[config.mk]
export PLATFORM = sky130hd
export DESIGN_NAME = chunked_serial_adder
export DESIGN_NICKNAME = d
export VERILOG_FILES = /design/src/rtl/chunked_serial_adder.sv
export SDC_FILE = /design/constraint.sdc
export NUM_CORES = 1
export LEC_CHECK = 0
export ABC_CLOCK_PERIOD_IN_PS = 7900
export CAP_MARGIN = 10
export CORE_ASPECT_RATIO = 1.5
export CORE_UTILIZATION = 40
export DETAILED_ROUTE_END_ITERATION = 6
export PLACE_DENSITY = 0.74
export SLEW_MARGIN = 30
export SYNTH_ARGS = -nofsm -noshare
export SYNTH_HDL_FRONTEND = slang
export SYNTH_SLANG_ARGS = --single-unit
[constraint.sdc]
create_clock -name clk -period 7.9 [get_ports clk]
set_clock_uncertainty 0.1 [all_clocks]
set_input_delay 0.79 -clock clk [delete_from_list [all_inputs] [get_ports clk]]
set_output_delay 0.79 -clock clk [all_outputs]
set_load 0.02 [all_outputs]
[src/rtl/chunked_serial_adder.sv]
// Multi-cycle adder that reuses one DIGIT-bit ripple slice, LSB chunk first.
// Optional subtract support is enabled by defining CSA_SUB_EN.
module chunked_serial_adder #(
    parameter int WIDTH = 32,
    parameter int DIGIT = 4
) (
    input  logic             clk,
    input  logic             rst_n,
    input  logic             start,
    input  logic             flush,
    input  logic [WIDTH-1:0] a,
    input  logic [WIDTH-1:0] b,
    input  logic             cin,
`ifdef CSA_SUB_EN
    input  logic             sub,
`endif
    output logic             busy,
    output logic             done,
    output logic [WIDTH-1:0] sum,
    output logic             cout,
    output logic             ovf
);

    localparam int NCHUNK = WIDTH / DIGIT;
    localparam int CW = (NCHUNK > 1) ? $clog2(NCHUNK) : 1;
    localparam logic [WIDTH-1:0] MASK = WIDTH'({DIGIT{1'b1}});

    typedef enum logic [1:0] {
        IDLE = 2'd0,
        RUN  = 2'd1,
        DONE = 2'd2
    } state_t;

    state_t           state_q, state_d;
    logic [WIDTH-1:0] a_q, a_d;
    logic [WIDTH-1:0] b_q, b_d;
    logic [WIDTH-1:0] sum_q, sum_d;
    logic [CW-1:0]    cnt_q, cnt_d;
    logic             carry_q, carry_d;
    logic             cout_q, cout_d;
    logic             ovf_q, ovf_d;

    logic             sub_sel;
    logic             accept;
    logic [31:0]      base;
    logic [WIDTH-1:0] a_sh, b_sh;
    logic [DIGIT-1:0] s;
    logic             c, c_msb;

`ifdef CSA_SUB_EN
    assign sub_sel = sub;
`else
    assign sub_sel = 1'b0;
`endif

    assign accept = start & ~flush & (state_q != RUN);

    // One DIGIT-wide ripple slice, steered onto the current chunk by shifting.
    always_comb begin
        base  = 32'(cnt_q) * DIGIT;
        a_sh  = a_q >> base;
        b_sh  = b_q >> base;
        s     = '0;
        c     = carry_q;
        c_msb = 1'b0;
        for (int i = 0; i < DIGIT; i++) begin
            if (i == DIGIT - 1) c_msb = c;
            s[i] = a_sh[i] ^ b_sh[i] ^ c;
            c    = (a_sh[i] & b_sh[i]) | (c & (a_sh[i] ^ b_sh[i]));
        end
    end

    always_comb begin
        state_d = state_q;
        a_d     = a_q;
        b_d     = b_q;
        sum_d   = sum_q;
        cnt_d   = cnt_q;
        carry_d = carry_q;
        cout_d  = cout_q;
        ovf_d   = ovf_q;
        if (flush) begin
            state_d = IDLE;
        end else if (accept) begin
            state_d = RUN;
            a_d     = a;
            b_d     = sub_sel ? ~b : b;
            carry_d = sub_sel ? 1'b1 : cin;
            cnt_d   = '0;
            cout_d  = 1'b0;
            ovf_d   = 1'b0;
        end else begin
            unique case (state_q)
                RUN: begin
                    sum_d   = (sum_q & ~(MASK << base))
                            | (WIDTH'(s) << base);
                    carry_d = c;
                    if (cnt_q == CW'(NCHUNK - 1)) begin
                        state_d = DONE;
                        cout_d  = c;
                        ovf_d   = c ^ c_msb;
                    end else begin
                        cnt_d = cnt_q + CW'(1);
                    end
                end
                DONE:    state_d = IDLE;
                default: state_d = IDLE;
            endcase
        end
    end

    always_ff @(posedge clk or negedge rst_n) begin
        if (!rst_n) begin
            state_q <= IDLE;
            a_q     <= '0;
            b_q     <= '0;
            sum_q   <= '0;
            cnt_q   <= '0;
            carry_q <= 1'b0;
            cout_q  <= 1'b0;
            ovf_q   <= 1'b0;
        end else begin
            state_q <= state_d;
            a_q     <= a_d;
            b_q     <= b_d;
            sum_q   <= sum_d;
            cnt_q   <= cnt_d;
            carry_q <= carry_d;
            cout_q  <= cout_d;
            ovf_q   <= ovf_d;
        end
    end

    assign busy = (state_q == RUN);
    assign done = (state_q == DONE);
    assign sum  = sum_q;
    assign cout = cout_q;
    assign ovf  = ovf_q;

endmodule

==> results.yml, run 1 <==
sta:
  max_freq_ghz: 0.255
  finalHoldViolCount: 0
  drv_slew: 0
  tns_ns: 0
  tightest_slew_ns: 0.850
  timing.final.crit_share: 0.496
  setup_viol_count_final: 0
  slew_headroom: 0.434
  rsz0062_at_grt: "false"
  period_needed_ns: 3.92
logic_synthesis:
  synth_cell_types: 32
  syn-instance-count: 323
  avgSynthCellArea_sq_um: 14.5
  ys_top_cells_by_count: "104 x dfrtp_1, 53 x mux2_2, 26 x nand2_1, 16 x a22o_1, 16 x mux4_2"
  syn_area_sq_mm: 0.00470
  synth_area_leaders: "dfrtp_1 55%, mux2_2 13%, mux4_2 7.7%"
  synth-edff-count: 0
  ys.warnings.count: 0
  ys_seq_area_frac: 0.554
  syn-num-nets: 402
  synth_most_common_cell: "dfrtp_1"
  async_flop_share: 1.00
  synth_ff_type: "dfrtp_1"
  synth_top_area_frac: 0.554
  yosysTopAreaCell: "dfrtp_1"
  synth_seq_cells: 104
placed_design:
  hpwl_um: 7610
  dpl_cell_area_sq_mm: 0.00582
  gp_congestion: 0.758
  io_buffers: 104
floorplan:
  die_y_um: 135
  die_area_sq_mm: 0.0122
  ios: 105
  start_util: 0.409
  die_w_um: 90.5
  rows: 48
  core_area_sq_mm: 0.0115
min_path:
  holdCritPathClass: "input pin to asynchronous set/reset pin"
layout:
  antenna_cells: 0
  synthToLayoutAreaGrowth_pct: 30.7
  nets: 500
  final_util: 0.535
  drive_gt1_frac: 0.223
  design_area_sq_mm: 0.00614
  fill_cells: 972
routing:
  ant_nets: 0
  vias_per_cell: 5.16
  drc: 0
  vias: 2973
  avgRoutedWirePerCell_um: 17.4
  first_pass_iters: 4
  routed_wirelength_um: 10000
  drt_iter0_drc: 95
pwr:
  p_leak_uw: 0.00259
  ir_drop_mv: 0.221
  pwr_density_cell_mw_per_mm2: 360
cts:
  cts_buffers: 9
  ctsResizeCount: 0
  cts_tree: "built"
  post_cts_buffers: 0
  htree_levels: 3
  holdBufCountCts: 0
  clkSlewWorstSetupHoldPaths_ns: 0.07
  clock_sinks: 104
  clock-root-buffer: "clkbuf_16"
  clockBufferDepth: 2
  clk_latency_ns: 0.34
setup_path:
  required_ns: 7.99
  slowest_delay_ns: 0.78
  endpoint_kind: "flip-flop"
  critPathSlowestCell: "dfrtp_1"
  worstSetupPathType: "flip-flop to flip-flop"
  cp-start-kind: "flip-flop"
  worst-path-buf-inv: 4
  cp.arrival_ns: 4.01
  cpLargestDelayFamily: "adder cells"
  path_cells: "buf_4 -> mux4_2 -> mux2i_1 -> fa_1 -> inv_1 -> fa_1 -> inv_1 -> fa_1 -> inv_1 -> fa_1 -> xnor2_1 -> mux2i_1 -> nor2_1"
  cp_common_cell: "fa_1"
  ff2ff_path_depth: 13
  worst-path-stages: 13
  critical_path_peak_fanout: 14
global_route:
  grt_max_degree: 77
  grt_first_pass_wirelength_um: 16400
  grt.total_usage: 0.178
  grt_overflow_total: 0
  grt_pass1_vias: 3198
  antenna_found_initial: 0
run_status:
  status: "finished clean"
job:
  cap_viol_max_count: 0
## metal layers
metal / wire, um / global-route usage / share of wire / up-vias
li1: - / - / - / 1366
met1: 4000 / 0.208 / 0.40 / 1527
met2: 5620 / 0.329 / 0.56 / 69
met3: 241 / 0.0180 / 0.024 / 11
met4: 185 / 0.0771 / 0.018 / 0
met5: 0 / 0 / 0 / -
## flip-flops by register name, indices dropped and copies added, names as in the netlist
register / count
b_q: 32
state_q: 2
carry_q: 1
cout: 1
a_q: 32
ovf: 1
sum: 32
cnt_q: 3
## power by group
| group | total [uW] | switching, uW | internal [uW] | leakage (uW) |
|---|---|---|---|---|
| Sequential | 807 | 123 | 684 | 0.00128 |
| Clock | 457 | 185 | 271 | 0.000155 |
| Combinational | 946 | 477 | 469 | 0.00116 |
## worst paths after layout
kind / startpoint / endpoint / slack [ns]
min reg2reg: a_q[26] / a_q[26] / 0.39
min in group clk: a_q[26] / a_q[26] / 0.39
max reg2reg: cnt_q[0] / ovf / 3.98
max: cnt_q[0] / ovf / 3.98
min: rst_n / sum[24] / 0.26
max in group asynchronous: rst_n / cnt_q[0] / 6.46
## worst register-to-register path, cell delays in order, from the launching register on
cell,delay [ns]
dfrtp_1,0.78
buf_4,0.37
mux4_2,0.55
mux2i_1,0.20
fa_1,0.20
inv_1,0.05
fa_1,0.35
inv_1,0.08
fa_1,0.21
inv_1,0.07
fa_1,0.43
xnor2_1,0.15
mux2i_1,0.17
nor2_1,0.08
## metrics by stage
step           std cells  hold slack, ns  setup WS (ns)  total power, uW
5_1_grt              576           0.282           3.65             2340
3_5_place_dp         560           0.372           3.94             1780
4_1_cts              576           0.262           3.92             2240
6_report             576           0.257           3.98             2210
3_3_place_gp         560           0.367           4.06             1750
2_1_floorplan        323           0.352           4.46             1400
## placed cells by master (no fill, tap or decap), types with 4 or more instances in the layout
cell type | Yosys | layout
inv_1 | 7 | 7
mux2_1 | 11 | 11
o2bb2ai_1 | 15 | 15
fa_1 | 4 | 4
ha_1 | 6 | 6
and2_1 | 7 | 7
mux4_2 | 16 | 16
clkdlybuf4s50_1 | 0 | 103
nor2_1 | 6 | 6
buf_4 | 0 | 5
mux2i_1 | 8 | 8
nor2b_1 | 4 | 4
mux2_2 | 53 | 53
clkbuf_16 | 0 | 9
nand2_1 | 26 | 26
dfrtp_1 | 104 | 104
a22o_1 | 16 | 16
## logic make-up after synthesis
logic type / Yosys count / share of synthesized area
AOI/OAI and AO/OA: 35 / 0.0632
xor gates and xnor gates: 2 / 0.00373
adders and majority gates: 10 / 0.0330
buffers and inverters: 30 / 0.0370
DFF: 104 / 0.554
muxes: 88 / 0.247
and+or+nand+nor: 54 / 0.0615
## area by class of cell
cell class | count | area (sq um) | share of cell area
sequential | 104 | 2600 | 0.424
multi-input combinational | 189 | 1920 | 0.313
timing repair buffer | 109 | 1080 | 0.176
clock buffer | 12 | 267 | 0.0434
tap | 150 | 188 | 0.0306
clock inverter | 4 | 51.3 | 0.00836
inverter | 8 | 30.0 | 0.00489
Note: power is estimated with default switching activity, not from simulation.
==> inputs of run 2 (changes only) <==
--- a/config.mk
+++ b/config.mk
@@ -5,12 +5,12 @@
 export SDC_FILE = /design/constraint.sdc
 export NUM_CORES = 1
 export LEC_CHECK = 0
-export ABC_CLOCK_PERIOD_IN_PS = 7900
+export ABC_CLOCK_PERIOD_IN_PS = 3300
 export CAP_MARGIN = 10
 export CORE_ASPECT_RATIO = 1.5
 export CORE_UTILIZATION = 40
 export DETAILED_ROUTE_END_ITERATION = 6
-export PLACE_DENSITY = 0.74
+export PLACE_DENSITY = 0.76
 export SLEW_MARGIN = 30
 export SYNTH_ARGS = -nofsm -noshare
 export SYNTH_HDL_FRONTEND = slang
==> constraint.sdc (replaced) <==
create_clock -name clk -period 3.3 [get_ports clk]
set_clock_uncertainty 0.1 [all_clocks]
set_input_delay 0.33 -clock clk [delete_from_list [all_inputs] [get_ports clk]]
set_output_delay 0.33 -clock clk [all_outputs]
set_load 0.02 [all_outputs]
==> run 2 against run 1 <==
Effect of this change:
- via count up 2.8%
- maximum frequency rose by 23%
- sequential cell count unchanged
- count of clock-buffer cells in the layout is 2 lower
- critical endpoint is now sum[31]
- largest cell class unchanged
- highest routed layer unchanged
==> results.yml, run 2 (synthesized netlist as in run 1, its figures left out) <==
run_status:
  status: "finished clean"
setup_path:
  critPathSlowestCell: "fa_2"
  regToRegSetupSlack_ns: 0.12
  worst-path-stages: 10
  cp-start-kind: "flip-flop"
  worst-path-buf-inv: 3
  critical_path_peak_fanout: 8
  crit_start: "cnt_q[0]"
  slowest_delay_ns: 0.55
  timing.rr.end: "sum[31]"
  r2r_start: "cnt_q[0]"
  endpoint_kind: "flip-flop"
  ff2ff_path_depth: 10
  required_ns: 3.44
  cp.arrival_ns: 3.31
  path_cells: "mux4_2 -> mux2i_1 -> fa_1 -> inv_1 -> fa_1 -> inv_1 -> fa_1 -> inv_1 -> fa_2 -> a22o_1"
  worstSetupPathType: "flip-flop to flip-flop"
  cpLargestDelayFamily: "adder cells"
layout:
  antenna_cells: 0
  layout_common_cells: "103 x clkdlybuf4s50_1, 102 x dfrtp_1, 53 x mux2_2, 26 x nand2_1, 17 x buf_4"
  design_area_sq_mm: 0.00622
  synthToLayoutAreaGrowth_pct: 32.5
  stdcell_count: 589
  drive_gt1_frac: 0.251
  nets: 513
  final_common_cell: "clkdlybuf4s50_1"
  final_util: 0.543
  fill_cells: 949
global_route:
  antenna_found_initial: 0
  grt_pass1_vias: 3244
  grt_first_pass_wirelength_um: 16600
  grt_max_degree: 66
  grt_overflow_total: 0
  grt.total_usage: 0.179
job:
  cap_viol_max_count: 0
cts:
  clockBufferDepth: 2
  clock_sinks: 104
  clkSlewWorstSetupHoldPaths_ns: 0.07
  htree_levels: 3
  clk_latency_ns: 0.35
  cts_buffers: 9
  clock-root-buffer: "clkbuf_16"
  cts_tree: "built"
floorplan:
  rows: 48
  die_area_sq_mm: 0.0122
  ios: 105
  die_w_um: 90.5
  die_y_um: 135
  core_area_sq_mm: 0.0115
  start_util: 0.409
routing:
  drc: 0
  vias: 3055
  avgRoutedWirePerCell_um: 17.4
  routed_wirelength_um: 10300
  vias_per_cell: 5.19
  first_pass_iters: 4
  ant_nets: 0
  drt_iter0_drc: 140
placed_design:
  place_ws_ns: -0.0685
  hpwl_um: 7760
  dp_cells: 570
  dpl_cell_area_sq_mm: 0.00590
  gp_congestion: 0.771
  io_buffers: 104
sta:
  drv_slew: 0
  timing.final.crit_share: 0.963
  rsz0062_at_grt: "false"
  period_needed_ns: 3.18
  setup_ws_ns: 0.123
  fin_hold_ws_ns: 0.383
  finalHoldViolCount: 0
  max_freq_ghz: 0.315
  slew_headroom: 0.474
  tightest_slew_ns: 0.789
  setup_viol_count_final: 0
pwr:
  pwr_density_cell_mw_per_mm2: 870
  ir_drop_mv: 0.429
  p_leak_uw: 0.00265
min_path:
  hold_path.startpoint: "a_q[26]"
  holdCritPathClass: "flip-flop to flip-flop"
  hold_depth: 1
  min_to: "a_q[26]"
==> run 2: through the flow <==
step	total power [uW]	TNS, ns
finish	5410	0
global route	5700	0
CTS	5440	0
detailed placement	4390	-0.458
global placement	4300	0
floorplan	3380	0
==> run 2: power by group <==
| part | leakage [uW] | total [uW] | internal, uW | switching, uW |
|---|---|---|---|---|
| clock network | 0.000145 | 1020 | 543 | 479 |
| registers | 0.00128 | 1870 | 1640 | 230 |
| logic | 0.00122 | 2520 | 1240 | 1280 |
==> run 2: layout make-up <==
type,instances,area [sq um],share of cell area
well taps,150,188,0.0302
clock inverters,6,51.3,0.00824
inverters,8,30.0,0.00483
repair buffers,122,1190,0.191
multi-input cells,189,1920,0.309
clock buffers,10,239,0.0384
flip-flops and latches,104,2610,0.419
==> run 2: how the worst max path moves through the flow <==
| stage | endpoint | slack (ns) |
|---|---|---|
| global placement | sum[27] | 0.02 |
| detailed placement | sum[31] | -0.07 |
| finish | sum[31] | 0.12 |
| global route | sum[31] | 0.0006 |
| floorplan | sum[11] | 0.04 |
| CTS | sum[31] | 0.09 |
==> run 2: timing repair <==
item,CTS,global route
pin swaps,0,1
hold buffers,1,0
buffers inserted,0,2
endpoints found under the setup margin,8,9
resized for setup,2,1
hold endpoints to repair,29,0
==> run 2: layer usage <==
metal / vias to the layer above / part of all wire / global-route usage
li1: 1383 / - / -
met1: 1567 / 0.39 / 0.204
met2: 90 / 0.55 / 0.323
met3: 15 / 0.036 / 0.0400
met4: 0 / 0.027 / 0.0753
met5: - / 0 / 0
==> inputs of run 3 (changes only) <==
==> constraint.sdc (replaced) <==
create_clock -name clk -period 3.3 [get_ports clk]
set_clock_uncertainty 0.1 [all_clocks]
set_input_delay 0.495 -clock clk [delete_from_list [all_inputs] [get_ports clk]]
set_output_delay 0.495 -clock clk [all_outputs]
set_load 0.02 [all_outputs]
==> run 3 against run 2 <==
Effect of this change:
- non-clock buffer count down 3
- sequential cell count unchanged
- sequential share of layout area about the same
- combinational power up 6%
- die area unchanged
- setup slack worse by 0.029 ns
- global-route usage down 0.071 points
- via count down 0.72%
- clock power about the same
- hold slack worse by 0.34 ns
- wire length up 1.7%
- critical path type unchanged
- largest cell class unchanged
==> results.yml, run 3 (synthesized netlist as in run 1, its figures left out) <==
cts:
  htree_levels: 3
  clkSlewWorstSetupHoldPaths_ns: 0.07
  clock-root-buffer: "clkbuf_16"
  clk_latency_ns: 0.35
  holdBufCountCts: 0
  clockBufferDepth: 2
  clock_sinks: 104
  cts_buffers: 9
  cts_tree: "built"
global_route:
  grt.total_usage: 0.179
  antenna_found_initial: 1
  grt_first_pass_wirelength_um: 16600
  grt_overflow_total: 0
  grt_pass1_vias: 3185
  grt_max_degree: 74
routing:
  vias: 3033
  routed_wirelength_um: 10400
  drc: 0
  drt_iter0_drc: 129
  vias_per_cell: 5.18
  ant_nets: 0
  first_pass_iters: 4
  avgRoutedWirePerCell_um: 17.8
layout:
  fill_cells: 930
  drive_gt1_frac: 0.251
  final_common_cell: "dfrtp_1"
  nets: 510
  final_util: 0.543
  synthToLayoutAreaGrowth_pct: 32.5
  layout_common_cells: "104 x dfrtp_1, 103 x clkdlybuf4s50_1, 53 x mux2_2, 26 x nand2_1"
floorplan:
  die_area_sq_mm: 0.0122
  die_y_um: 135
  ios: 105
  start_util: 0.409
  rows: 48
  core_area_sq_mm: 0.0115
  die_w_um: 90.5
sta:
  slew_headroom: 0.566
  fin_hold_ws_ns: 0.0472
  tightest_slew_ns: 0.651
  timing.final.crit_share: 0.972
  tns_ns: 0
  max_freq_ghz: 0.312
  finalHoldViolCount: 0
  rsz0062_at_grt: "true"
  period_needed_ns: 3.21
  drv_slew: 0
  setup_ws_ns: 0.0940
  setup_viol_count_final: 0
run_status:
  status: "finished clean"
job:
  cap_viol_max_count: 0
setup_path:
  slowest_delay_ns: 0.55
  endpoint_kind: "flip-flop"
  regToRegSetupSlack_ns: 0.09
  critical_path_peak_fanout: 8
  cp-start-kind: "flip-flop"
  required_ns: 3.43
  r2r_start: "cnt_q[0]"
  cp_common_cell: "fa_2"
  crit_start: "cnt_q[0]"
  path_cells: "buf_6 -> mux4_2 -> mux2i_4 -> fa_2 -> inv_2 -> fa_2 -> inv_2 -> fa_2 -> inv_2 -> fa_2 -> a22o_1"
  cpLargestDelayFamily: "adder cells"
  timing.rr.end: "sum[27]"
  ff2ff_path_depth: 11
  cp.arrival_ns: 3.34
  worst-path-buf-inv: 4
  critPathSlowestCell: "fa_2"
  worstSetupPathType: "flip-flop to flip-flop"
placed_design:
  gp_congestion: 0.780
  place_ws_ns: -0.0327
  io_buffers: 104
  hpwl_um: 7680
min_path:
  holdCritPathClass: "input pin to asynchronous set/reset pin"
pwr:
  pwr-share-clk: 0.185
  p_int_uw: 3550
  p_leak_uw: 0.00262
  switching_share: 0.364
  comb_power_share: 0.482
  ir_drop_mv: 0.556
  seqPwrFrac: 0.334
  p_switching_uw: 2030
  pwr_density_cell_mw_per_mm2: 896
[run 3: cell count changes in the layout (fill, tap and decap cells not counted), moves of 3 or more]
cell | before | now
inv_1 | 7 | 4
buf_4 | 17 | 12
inv_2 | 1 | 4
fa_2 | 1 | 4
clkbuf_1 | 0 | 3
fa_1 | 3 | 0
[run 3: cell type report]
type / instances / area (sq um) / share of cell area
diodes: 1 / 2.50 / 0.000402
clock buffers: 12 / 236 / 0.0380
clock inverters: 3 / 43.8 / 0.00704
inverters: 8 / 30.0 / 0.00483
multi-input cells: 189 / 1940 / 0.312
flip-flops and latches: 104 / 2600 / 0.418
well taps: 150 / 188 / 0.0302
repair buffers: 119 / 1180 / 0.189
[run 3: worst reg2reg max path: stages, from the launching register on]
cell	delay, ns
dfrtp_1	0.39
buf_6	0.14
mux4_2	0.52
mux2i_4	0.19
fa_2	0.24
inv_2	0.04
fa_2	0.33
inv_2	0.07
fa_2	0.21
inv_2	0.05
fa_2	0.55
a22o_1	0.27
[run 3: worst max path at each step]
stage               to  cells after the start  slack [ns]
2_1_floorplan  sum[11]                     13        0.04
3_3_place_gp   sum[31]                     11        0.08
3_5_place_dp   sum[27]                     11       -0.03
4_1_cts        sum[27]                     11        0.05
5_1_grt        sum[27]                     11       -0.03
6_report       sum[27]                     11        0.09
[run 3: timing repair]
item / 4_1_cts / 5_1_grt
pin swaps: 0 / 5
gates resized for setup: 1 / 11
buffers inserted: 0 / 1
setup endpoints to repair: 8 / 9
[run 3: power by group through the flow]
stage | clock [uW] | sequential, uW | combinational, uW
6_report | 1030 | 1860 | 2680
5_1_grt | 1090 | 1910 | 2880
4_1_cts | 1040 | 1860 | 2550
3_5_place_dp | 0 | 1880 | 2520
3_3_place_gp | 0 | 1860 | 2440
2_1_floorplan | 0 | 2000 | 1380
[run 3: layer usage]
layer,part of all wire,up-vias,global-route usage,routed length (um)
met5,0,-,0,0
met4,0.018,0,0.0771,185
met3,0.034,11,0.0293,350
met2,0.56,83,0.318,5840
met1,0.39,1557,0.213,4070
li1,-,1382,-,-
[run 3: metrics by stage]
stage	cell area [sq um]	instances	power (uW)
after detailed placement	5900	569	4400
after global placement	5900	569	4300
after floorplan	4710	323	3380
after CTS	6180	584	5450
after global routing	6220	586	5880
final	6220	586	5570
